<file path="src/rtl/uart_pkg.sv">
// ---------------------------------------------------------------------------
// uart_pkg
// Shared constants for the UART receive/transmit pair.
//   - default frame geometry (data bits, oversampling ratio, centre tick)
//   - 8N1 frame length used by both uart_rx and uart_tx
//   - receiver state encoding
//   - majority-of-three helper used by the bit voter
// ---------------------------------------------------------------------------
package uart_pkg;

  localparam int UART_DATA_BITS  = 8;
  localparam int UART_OVERSAMPLE = 16;
  localparam int UART_MID_TICK   = 8;

  // start + data + stop
  localparam int UART_FRAME_BITS = 1 + UART_DATA_BITS + 1;

  localparam logic [1:0] IDLE  = 2'd0;
  localparam logic [1:0] START = 2'd1;
  localparam logic [1:0] DATA  = 2'd2;
  localparam logic [1:0] STOP  = 2'd3;

  function automatic logic majority3(input logic a, input logic b, input logic c);
    return (a & b) | (a & c) | (b & c);
  endfunction

endpackage

</file>
<file path="src/rtl/rx_sync.sv">
// ---------------------------------------------------------------------------
// rx_sync
// Two-flop synchronizer for an asynchronous serial line plus falling-edge
// detect on the synchronized value. All flops reset to 1 (UART idle level)
// so reset release never produces a spurious edge on an idle line.
//
// Ports
//   clk        in   system clock
//   rst_n      in   asynchronous active-low reset
//   async_in   in   raw line, asynchronous to clk
//   sync_out   out  synchronized line
//   fall_pulse out  one-clk pulse: synchronized line went 1 -> 0
// ---------------------------------------------------------------------------
module rx_sync (
  input  logic clk,
  input  logic rst_n,
  input  logic async_in,
  output logic sync_out,
  output logic fall_pulse
);

  logic meta_q;
  logic sync_q;
  logic prev_q;

  always_ff @(posedge clk or negedge rst_n) begin
    if (!rst_n) begin
      meta_q <= 1'b1;
      sync_q <= 1'b1;
      prev_q <= 1'b1;
    end else begin
      meta_q <= async_in;
      sync_q <= meta_q;
      prev_q <= sync_q;
    end
  end

  assign sync_out   = sync_q;
  assign fall_pulse = prev_q & ~sync_q;

endmodule

</file>
<file path="src/rtl/uart_rx.sv">
// ---------------------------------------------------------------------------
// uart_rx
// 8N1 UART receiver, 16x oversampled. Each bit is decided by a majority vote
// of three samples around the bit centre. One rx_valid pulse per good frame,
// one frame_err pulse per frame whose stop bit votes low.
//
// Ports
//   clk            in   system clock
//   rst_n          in   asynchronous active-low reset
//   en             in   receiver enable; low forces IDLE and clears counters
//   rx_line        in   serial input, idle high, asynchronous to clk
//   baud_tick_16x  in   one-clk strobe at 16x the bit rate
//   data_out       out  last correctly framed byte
//   rx_valid       out  one-clk pulse: data_out updated
//   rx_busy        out  high while a frame is in progress
//   frame_err      out  one-clk pulse: stop bit sampled low
//
// state | meaning
// ------+---------------------------------------------------------------
// IDLE  | waiting for a falling edge on the synchronized line
// START | validating the start bit; a high vote is a glitch -> IDLE
// DATA  | shifting in DATA_BITS bits, LSB first
// STOP  | voting the stop bit; leaves at the vote tick, not the bit end
// ---------------------------------------------------------------------------
module uart_rx
  import uart_pkg::*;
#(
  parameter int DATA_BITS  = UART_DATA_BITS,
  parameter int OVERSAMPLE = UART_OVERSAMPLE,
  parameter int MID_TICK   = UART_MID_TICK
) (
  input  logic                 clk,
  input  logic                 rst_n,
  input  logic                 en,
  input  logic                 rx_line,
  input  logic                 baud_tick_16x,
  output logic [DATA_BITS-1:0] data_out,
  output logic                 rx_valid,
  output logic                 rx_busy,
  output logic                 frame_err
);

  localparam int TICK_W = $clog2(OVERSAMPLE);
  localparam int BIT_W  = $clog2(DATA_BITS);

  localparam logic [TICK_W-1:0] T_SAMP_A = TICK_W'(MID_TICK - 1);
  localparam logic [TICK_W-1:0] T_SAMP_B = TICK_W'(MID_TICK);
  localparam logic [TICK_W-1:0] T_VOTE   = TICK_W'(MID_TICK + 1);
  localparam logic [TICK_W-1:0] T_LAST   = TICK_W'(OVERSAMPLE - 1);
  localparam logic [BIT_W-1:0]  BIT_LAST = BIT_W'(DATA_BITS - 1);

  logic                 rx_s;
  logic                 rx_fall;
  logic [1:0]           state;
  logic [TICK_W-1:0]    tick_cnt;
  logic [BIT_W-1:0]     bit_cnt;
  logic [DATA_BITS-1:0] shift_reg;
  logic                 samp_a;
  logic                 samp_b;
  logic                 vote;
  logic                 vote_tick;
  logic                 end_tick;

  rx_sync u_sync (
    .clk        (clk),
    .rst_n      (rst_n),
    .async_in   (rx_line),
    .sync_out   (rx_s),
    .fall_pulse (rx_fall)
  );

  // Third sample is the live synced value on the vote tick itself.
  assign vote      = majority3(samp_a, samp_b, rx_s);
  assign vote_tick = baud_tick_16x && (tick_cnt == T_VOTE);
  assign end_tick  = baud_tick_16x && (tick_cnt == T_LAST);
  assign rx_busy   = (state != IDLE);

  always_ff @(posedge clk or negedge rst_n) begin
    if (!rst_n) begin
      samp_a <= 1'b1;
      samp_b <= 1'b1;
    end else if (state != IDLE && baud_tick_16x) begin
      if (tick_cnt == T_SAMP_A) samp_a <= rx_s;
      if (tick_cnt == T_SAMP_B) samp_b <= rx_s;
    end
  end

  always_ff @(posedge clk or negedge rst_n) begin
    if (!rst_n) begin
      state     <= IDLE;
      tick_cnt  <= '0;
      bit_cnt   <= '0;
      shift_reg <= '0;
      data_out  <= '0;
      rx_valid  <= 1'b0;
      frame_err <= 1'b0;
    end else begin
      rx_valid  <= 1'b0;
      frame_err <= 1'b0;
      if (!en) begin
        state    <= IDLE;
        tick_cnt <= '0;
        bit_cnt  <= '0;
      end else begin
        if (state != IDLE && baud_tick_16x) tick_cnt <= tick_cnt + 1'b1;
        case (state)
          IDLE: begin
            if (rx_fall) begin
              state    <= START;
              tick_cnt <= '0;
            end
          end
          START: begin
            if (vote_tick && vote) begin
              state    <= IDLE;
              tick_cnt <= '0;
            end else if (end_tick) begin
              state   <= DATA;
              bit_cnt <= '0;
            end
          end
          DATA: begin
            if (vote_tick) shift_reg <= {vote, shift_reg[DATA_BITS-1:1]};
            if (end_tick) begin
              if (bit_cnt == BIT_LAST) state <= STOP;
              else                     bit_cnt <= bit_cnt + 1'b1;
            end
          end
          STOP: begin
            // Leave at the vote so a start edge right after the stop
            // bit centre is not missed.
            if (vote_tick) begin
              if (vote) begin
                data_out <= shift_reg;
                rx_valid <= 1'b1;
              end else begin
                frame_err <= 1'b1;
              end
              state    <= IDLE;
              tick_cnt <= '0;
              bit_cnt  <= '0;
            end
          end
          default: state <= IDLE;
        endcase
      end
    end
  end

endmodule

</file>
<file path="config.mk">
export PLATFORM = sky130hd
export DESIGN_NAME = uart_rx
export DESIGN_NICKNAME = d
export VERILOG_FILES = /design/src/rtl/uart_pkg.sv /design/src/rtl/rx_sync.sv /design/src/rtl/uart_rx.sv
export SDC_FILE = /design/constraint.sdc
export NUM_CORES = 1
export LEC_CHECK = 0
export ABC_AREA = 1
export CORE_MARGIN = 2
export CORE_UTILIZATION = 35
export CTS_CLUSTER_SIZE = 14
export DETAILED_ROUTE_END_ITERATION = 16
export HOLD_SLACK_MARGIN = 0.02
export PLACE_DENSITY = 0.52
export SYNTH_ARGS = -nofsm -noshare
export SYNTH_HDL_FRONTEND = slang
export SYNTH_SLANG_ARGS = --single-unit
</file>
<file path="constraint.sdc">
create_clock -name clk -period 1.8 [get_ports clk]
set_clock_uncertainty 0.1 [all_clocks]
set_input_delay 0.36 -clock clk [delete_from_list [all_inputs] [get_ports clk]]
set_output_delay 0.36 -clock clk [all_outputs]
set_load 0.02 [all_outputs]
</file>
==> results of run 1 <==
-- cell type report --
type                    instances  area, µm²
clock buffers                   6       72.6
clock inverters                 2       35.0
fillers                       421       2250
inverters                      28        105
multi-input cells             120        663
flip-flops and latches         32        808
well taps                      52       65.1
repair buffers                 34        352
-- cells in the mapped netlist --
| master | number | area, µm² |
|---|---|---|
| a211oi_1 | 1 | 7.51 |
| a21oi_1 | 10 | 50.1 |
| buf_2 | 1 | 5.00 |
| buf_6 | 1 | 11.3 |
| clkbuf_8 | 1 | 13.8 |
| dfrtp_1 | 27 | 676 |
| dfstp_2 | 5 | 131 |
| ha_1 | 10 | 125 |
| inv_1 | 27 | 101 |
| inv_2 | 1 | 3.75 |
| nand2_1 | 41 | 154 |
| nand2_2 | 3 | 18.8 |
| nand3_1 | 8 | 40.0 |
| nand4_1 | 4 | 25.0 |
| nor2_1 | 19 | 71.3 |
| nor2_2 | 1 | 6.26 |
| nor3_1 | 2 | 10.0 |
| nor3_4 | 1 | 16.3 |
| nor4_1 | 1 | 6.26 |
| o21ai_0 | 15 | 75.1 |
| o21ai_2 | 1 | 8.76 |
| or2_2 | 1 | 6.26 |
| xnor2_1 | 1 | 8.76 |
| xor2_1 | 1 | 8.76 |
-- kinds of logic after synthesis --
family | after synthesis | synth area share (%)
AND/OR/NAND/NOR | 81 | 22.4
flip-flops | 32 | 51.1
buffers and inverters | 31 | 8.55
AO/OA/AOI/OAI | 27 | 8.95
adder cells (fa/ha/maj) | 10 | 7.92
XOR/XNOR | 2 | 1.11
-- final timing paths --
kind | to | cells past startpoint
hold / removal | u_sync.sync_out | 0
setup / recovery | rx_busy | 4
max in group asynchronous | u_sync.meta_q | 2
hold reg to reg | u_sync.sync_out | 0
min in group asynchronous | tick_cnt[1] | 2
setup reg to reg | data_out[4] | 8
-- through the flow --
stage	instance area (µm²)	hold WS (ns)	setup WS [ns]	std cells	total power, µW
floorplan	1580	-0.0356	0.246	183	1190
global placement	1890	0.247	-0.0609	260	1400
detailed placement	1890	0.248	-0.105	260	1430
CTS	1990	0.258	0.0637	268	2110
global route	2100	0.264	0.00240	274	2280
finish	2100	0.257	0.0840	274	2130
-- layer usage --
layer  routed length [µm]  vias up  track usage [%]
met5                    0        -                0
met2                 1500       27             21.5
li1                     -      652                -
met1                 1600      610             17.9
met4                   46        0             5.03
met3                  136        7             4.27
-- timing repair --
item	in CTS	in global routing
pin swaps	0	3
gates cloned	0	2
gates resized for setup	1	8
buffers inserted	0	4
setup endpoints to repair	1	12
-- power breakdown --
part           switching (µW)  internal [µW]  leakage, µW
sequential               35.9            766     0.000383
combinational             377            272     0.000596
clock                     270            411    0.0000552
total                     683           1450      0.00103
-- critical path: stages, from the launching register on --
cell	delay, ns
dfrtp_1	0.35
inv_1	0.06
ha_1	0.20
inv_1	0.05
dlygate4sd2_1	0.32
==> summary.md, run 1 <==
| Metric | Value |
|---|---|
| RSZ-0062 raised after global routing | `no` |
| Root buf cell | `clkbuf_8` |
| 1st-iter DRT viols | `64` |
| Crit. Startpoint | `state[0]` |
| Library cells used by synthesis | `24` |
| Gpl congestion | `0.788` |
| Row cnt | `24` |
| Via count | `1296` |
| Synthesis-to-layout area growth | `32.9%` |
| Net Count, Synth | `198` |
| WS Path Type | `register to output port` |
| CP Data Required Time | `1.34 ns` |
| Num ports | `16` |
| Fin. max-slew vios | `0` |
| Wire length per cell | `12.0 µm` |
| H-tree levels | `2` |
| Min-delay worst type | `register to register` |
| Highest Clock Rate | `583 MHz` |
| Max-slew headroom | `80.0%` |
| Status | `complete, no violations` |
| Skew-Pair Late Insertion Delay | `0.28 ns` |
| Num CTS Buffers | `5` |
| VDD IR max | `0.752 mV` |
| Fraction of layout cells with a size suffix above 1 | `20.7%` |
| Yosys warns | `0` |
| Least-Margin Pin Slew | `0.297 ns` |
| Commonest non-fill, non-tap cell in the layout | `nand2_1` |
| Routed Antenna Nets | `0` |
| Nets | `236` |
| # port buffers | `15` |
| Flops & latches, synth | `32` |
| Final period utilization | `95.3%` |
| Crit path DAT | `1.26 ns` |
| Synthesized cell area | `0.00158 mm²` |
| Pin count of the biggest net entering global routing | `33` |
| CTS Hold Bufs | `0` |
| Post-route DRC | `0` |
| Crit path max fanout | `2` |
| Clock Path Buffers | `2` |
| # clock sinks | `32` |
| Tmin final | `1.72 ns` |
| Final WL | `3.28 mm` |
| Die height | `71.2 µm` |
| Final core utilization | `48.2%` |
| Lkg Pwr | `0.00103 µW` |
| Detailed Place HPWL | `2.29 mm` |
| Most frequent cells in the layout | `nand2_1 (39), inv_1 (26), dfrtp_1 (26)` |
| # diodes | `0` |
| Syn_area_per_cell | `8.64 µm²` |
| Grt ovf | `0` |
| Post-Syn Instances | `183` |
| Share of the yosys chip area belonging to registers | `51.1%` |
| Die ar. | `0.00507 mm²` |
| Final hold viol count | `0` |
| Setup crit start kind | `register` |
| GRT Total Usage | `13.7%` |
| DRT Pass-1 Iters | `4` |
| Final setup violating endpoints | `0` |
| Worst Min Path Start | `u_sync.meta_q` |
| Reg2Reg Setup Slack | `0.13 ns` |
| Max-cap viol count | `0` |
| Final TNS setup | `0 ns` |
| Reg2Reg Launch Point | `u_sync.sync_out` |
| Crit end category | `output port` |
| CTS tree | `built` |
| Pwr/cell area | `1010 mW/mm²` |
| Initial antenna violation count | `0` |
| Vias in the first global route | `1192` |
| Die Wd | `71.2 µm` |
| Worst-path clk slew | `0.07 ns` |
| Core area | `0.00435 mm²` |
| Global-route wire length before repair | `5.39 mm` |
| Vias/cell | `4.73` |
| Initial cell density of the core | `36.3%` |
Note: power is estimated with default switching activity, not from simulation.
==> inputs of run 2 (changes only) <==
--- a/config.mk
+++ b/config.mk
@@ -6,12 +6,14 @@
 export NUM_CORES = 1
 export LEC_CHECK = 0
 export ABC_AREA = 1
+export CELL_PAD_IN_SITES_DETAIL_PLACEMENT = 0
+export CELL_PAD_IN_SITES_GLOBAL_PLACEMENT = 1
 export CORE_MARGIN = 2
 export CORE_UTILIZATION = 35
 export CTS_CLUSTER_SIZE = 14
 export DETAILED_ROUTE_END_ITERATION = 16
-export HOLD_SLACK_MARGIN = 0.02
-export PLACE_DENSITY = 0.52
+export HOLD_SLACK_MARGIN = 0.08
+export PLACE_DENSITY = 0.65
 export SYNTH_ARGS = -nofsm -noshare
 export SYNTH_HDL_FRONTEND = slang
 export SYNTH_SLANG_ARGS = --single-unit
==> run 2 against run 1 <==
Compared with the run above: count of clock-buffer cells in the layout stayed put; global-route usage barely moved; clock power decreased by 0.9%; final cell count shrank 2.2%; critical path type unchanged; combinational power is 4.2% lower; largest cell class unchanged; sequential power is essentially flat; worst hold slack better by 0.0034 ns; first-iteration DRC count shrank 28%; setup slack got worse by 0.012 ns.
==> summary.md, run 2 (synthesis gave the netlist of run 1 again) <==
| Metric | Value |
|---|---|
| Initial cell density of the core | `36.3%` |
| Tmin final | `1.73 ns` |
| # port buffers | `15` |
| Clock Path Buffers | `2` |
| WHS | `0.261 ns` |
| Num ports | `16` |
| Final period utilization | `96.0%` |
| Die ar. | `0.00507 mm²` |
| Synthesis-to-layout area growth | `26.8%` |
| Die Wd | `71.2 µm` |
| Worst-path clk slew | `0.06 ns` |
| CP Data Required Time | `1.34 ns` |
| WS Path Type | `register to output port` |
| CP max stage cell | `dfrtp_1` |
| Instance count on the critical path | `4` |
| Most frequent cells in the layout | `nand2_1 (39), dfrtp_1 (27), inv_1 (25)` |
| # diodes | `0` |
| Pwr/cell area | `1050 mW/mm²` |
| Final WL | `3.04 mm` |
| WHS Endpoint | `u_sync.sync_out` |
| Crit path DAT | `1.27 ns` |
| Highest Clock Rate | `579 MHz` |
| Crit path max fanout | `5` |
| Grt ovf | `0` |
| Setup crit start kind | `register` |
| # clock sinks | `32` |
| Critical path buffers and inverters | `3` |
| Status | `complete, no violations` |
| Final TNS setup | `0 ns` |
| Num CTS Buffers | `5` |
| Reg2Reg Setup Slack | `0.16 ns` |
| Final setup violating endpoints | `0` |
| Fraction of layout cells with a size suffix above 1 | `18.1%` |
| H-tree levels | `2` |
| Reg2Reg Launch Point | `tick_cnt[1]` |
| Final hold viol count | `0` |
| Lkg Pwr | `0.000990 µW` |
| 1st-iter DRT viols | `46` |
| Commonest non-fill, non-tap cell in the layout | `nand2_1` |
| Gpl congestion | `0.758` |
| R2r worst-path depth | `6` |
| Total power | `2100 µW` |
| Crit end category | `output port` |
| Setup ws final | `0.0723 ns` |
| Reg-to-reg endpoint | `shift_reg[5]` |
| Vias/cell | `4.60` |
| Vias in the first global route | `1259` |
| Max-cap viol count | `0` |
| Detailed Place HPWL | `2.26 mm` |
| Area occupied by multi-input gates | `659 µm²` |
| Core area | `0.00435 mm²` |
| Nets | `230` |
| Initial antenna violation count | `0` |
| GRT Total Usage | `13.7%` |
| Fin. max-slew vios | `0` |
| Die height | `71.2 µm` |
| Routed Antenna Nets | `0` |
| Least-Margin Pin Slew | `0.416 ns` |
| Row cnt | `24` |
| Pin count of the biggest net entering global routing | `33` |
| Pre-CTS setup slack | `-0.106 ns` |
| Max incr delay on CP | `0.39 ns` |
| Worst Min Path Start | `u_sync.meta_q` |
| Post-route DRC | `0` |
| CTS tree | `built` |
| Min-delay worst type | `register to register` |
| Setup Fix Bufs, Post-CTS | `0` |
| Largest delay share family, worst path | `buffers and inverters` |
| Wire length per cell | `11.4 µm` |
| Max-slew headroom | `72.3%` |
| Sequential cell area | `807 µm²` |
| Via count | `1232` |
| VDD IR max | `0.388 mV` |
| # fillers | `419` |
| Hold depth | `0` |
| CP Cell Sequence | `inv_2 -> ha_4 -> inv_1 -> dlygate4sd2_1` |
| Root buf cell | `clkbuf_8` |
| Skew-Pair Late Insertion Delay | `0.28 ns` |
| RSZ-0062 raised after global routing | `yes` |
| DRT Pass-1 Iters | `4` |
| Global-route wire length before repair | `5.47 mm` |
## run 2: cell type report
type,count,area share [%]
flip-flops and latches,32,40.3
multi-input cells,120,32.9
repair buffers,28,12.9
inverters,28,5.25
clock buffers,6,3.62
well taps,52,3.25
clock inverters,2,1.75
## run 2: how the worst max path moves through the flow
| stage | startpoint | slack [ns] | endpoint |
|---|---|---|---|
| 4_1_cts | state[0] | 0.02 | rx_busy |
| 6_report | state[0] | 0.07 | rx_busy |
| 2_1_floorplan | tick_cnt[1] | 0.25 | data_out[0] |
| 3_3_place_gp | baud_tick_16x | -0.05 | data_out[7] |
| 5_1_grt | tick_cnt[1] | -0.02 | shift_reg[5] |
| 3_5_place_dp | baud_tick_16x | -0.11 | shift_reg[5] |
## run 2: what timing repair did
item	CTS	global route
pin swaps	0	1
gates resized for setup	3	6
cloned	0	0
hold buffers	0	0
setup endpoints to repair	1	9
hold endpoints to repair	0	0
## run 2: metrics by stage
stage	cell area [µm²]	cells	utilization, %
2_1_floorplan	1580	183	-
3_3_place_gp	1880	260	43.1
3_5_place_dp	1880	260	43.1
4_1_cts	1990	268	45.8
5_1_grt	2000	268	46.0
6_report	2000	268	46.0
## run 2: layer usage
layer | vias to the layer above | global-route usage (%) | part of all wire (%)
li1 | 639 | - | -
met1 | 570 | 17.5 | 49
met2 | 18 | 21.9 | 46
met3 | 5 | 4.56 | 3.9
met4 | 0 | 4.40 | 1.2
met5 | - | 0 | 0
## run 2: report_power, final
part / switching (µW) / internal, µW
registers: 34.8 / 765
logic: 368 / 254
clock network: 263 / 410
==> inputs of run 3 (changes only) <==
--- a/config.mk
+++ b/config.mk
@@ -6,12 +6,14 @@
 export NUM_CORES = 1
 export LEC_CHECK = 0
 export ABC_AREA = 1
+export CAP_MARGIN = 20
 export CELL_PAD_IN_SITES_DETAIL_PLACEMENT = 0
 export CELL_PAD_IN_SITES_GLOBAL_PLACEMENT = 1
 export CORE_MARGIN = 2
 export CORE_UTILIZATION = 35
 export CTS_CLUSTER_SIZE = 14
 export DETAILED_ROUTE_END_ITERATION = 16
+export GPL_TIMING_DRIVEN = 0
 export HOLD_SLACK_MARGIN = 0.08
 export PLACE_DENSITY = 0.65
 export SYNTH_ARGS = -nofsm -noshare
==> run 3 against run 2 <==
Compared with the run above: critical endpoint is now data_out[2]; power fell by 1.9%; register-to-register slack got worse by 0.02 ns; clock power fell by 0.9%; non-clock buffer count fell by 7.
==> summary.md, run 3 (synthesis gave the netlist of run 1 again) <==
| Metric | Value |
|---|---|
| Most frequent cells in the layout | `nand2_1 (38), inv_1 (26), dfrtp_1 (26)` |
| Vias/cell | `4.66` |
| Core area | `0.00435 mm²` |
| Least-Margin Pin Slew | `0.714 ns` |
| Max incr delay on CP | `0.60 ns` |
| # diodes | `0` |
| Highest Clock Rate | `586 MHz` |
| Pre-CTS setup slack | `-0.298 ns` |
| CP max stage cell | `clkdlybuf4s50_1` |
| Post-route DRC | `0` |
| Crit path max fanout | `2` |
| Commonest non-fill, non-tap cell in the layout | `nand2_1` |
| Setup crit start kind | `register` |
| Wire length per cell | `12.1 µm` |
| Nets | `223` |
| Min-delay worst type | `primary input to register` |
| Final setup violating endpoints | `0` |
| GRT Total Usage | `14.0%` |
| Worst setup path end | `data_out[2]` |
| Reg2Reg Launch Point | `state[1]` |
| Routed Antenna Nets | `0` |
| Setup ws final | `0.0932 ns` |
| Lkg Pwr | `0.000955 µW` |
| Final TNS setup | `0 ns` |
| R2r worst-path depth | `10` |
| # clock sinks | `32` |
| Die Wd | `71.2 µm` |
| Skew-Pair Late Insertion Delay | `0.28 ns` |
| Grt ovf | `0` |
| 1st-iter DRT viols | `82` |
| Pin count of the biggest net entering global routing | `33` |
| Global-route wire length before repair | `5.51 mm` |
| Reg-to-reg endpoint | `bit_cnt[0]` |
| Initial cell density of the core | `36.3%` |
| CTS tree | `built` |
| Synthesis-to-layout area growth | `22.9%` |
| Final hold viol count | `0` |
| Num CTS Buffers | `5` |
| Crit path DAT | `1.25 ns` |
| Fin. max-slew vios | `0` |
| Via count | `1217` |
| Max-cap viol count | `0` |
| Gpl congestion | `0.790` |
| Fraction of layout cells with a size suffix above 1 | `17.2%` |
| CP Data Required Time | `1.34 ns` |
| Largest delay share family, worst path | `buffers and inverters` |
| Pwr/cell area | `1060 mW/mm²` |
| Max-slew headroom | `52.4%` |
| Status | `complete, no violations` |
| Die height | `71.2 µm` |
| CP Cell Sequence | `clkdlybuf4s50_1` |
| Critical path buffers and inverters | `1` |
| Num ports | `16` |
| Final WL | `3.16 mm` |
| Root buf cell | `clkbuf_8` |
| WS Path Type | `register to output port` |
| Initial antenna violation count | `0` |
| Worst-path clk slew | `0.07 ns` |
| Tmin final | `1.71 ns` |
| Instance count on the critical path | `1` |
| Die ar. | `0.00507 mm²` |
| Crit end category | `output port` |
| Clock Path Buffers | `2` |
| VDD IR max | `0.455 mV` |
| H-tree levels | `2` |
| Detailed Place HPWL | `2.23 mm` |
| DRT Pass-1 Iters | `4` |
| Crit. Startpoint | `data_out[2]` |
| Row cnt | `24` |
| Final period utilization | `94.8%` |
| Vias in the first global route | `1194` |
| Reg2Reg Setup Slack | `0.14 ns` |
| # port buffers | `14` |
[run 3: power by group]
part           total [µW]  switching, µW  internal (µW)
Clock                 668            258            410
Combinational         572            356            216
Sequential            815           48.2            767
Total                2050            662           1390
[run 3: worst min-delay path by stage]
stage,startpoint,endpoint,slack (ns),cells past startpoint
after floorplan,rst_n,bit_cnt[0],-0.04,0
after global placement,u_sync.meta_q,u_sync.sync_out,0.25,0
after detailed placement,u_sync.meta_q,u_sync.sync_out,0.25,0
after CTS,en,tick_cnt[2],0.25,3
after global routing,en,tick_cnt[2],0.25,3
final,en,tick_cnt[2],0.25,3
[run 3: metal layers]
metal  vias up  GRT usage [%]  routed length [µm]
li1        626              -                   -
met1       572           18.8                1560
met2        15           21.4                1450
met3         4           5.70                 126
met4         0           3.14                  21
met5         -              0                   0
[run 3: final cells by class]
class | count | area [µm²]
Multi-Input combinational cell | 120 | 663
Tap cell | 52 | 65.1
Clock buffer | 6 | 72.6
Fill cell | 424 | 2410
Buffer | 3 | 30.0
Clock inverter | 2 | 35.0
Timing Repair Buffer | 18 | 163
Sequential cell | 32 | 808
Inverter | 28 | 105
[run 3: timing repair]
item,CTS,global route
buffers inserted,3,0
pin swaps,1,3
endpoints found under the setup margin,6,18
resized for setup,6,6
hold buffers,1,0
hold endpoints to repair,27,0
gates cloned,0,0
[run 3: stage by stage]
stage	utilization [%]	cell area (µm²)	cells	power, µW	hold WS (ns)
finish	44.6	1940	261	2060	0.253
global route	44.6	1940	261	2210	0.249
CTS	44.4	1930	261	2060	0.246
detailed placement	40.9	1780	249	1340	0.254
global placement	41.0	1790	249	1320	0.249
floorplan	-	1580	183	1190	-0.0356
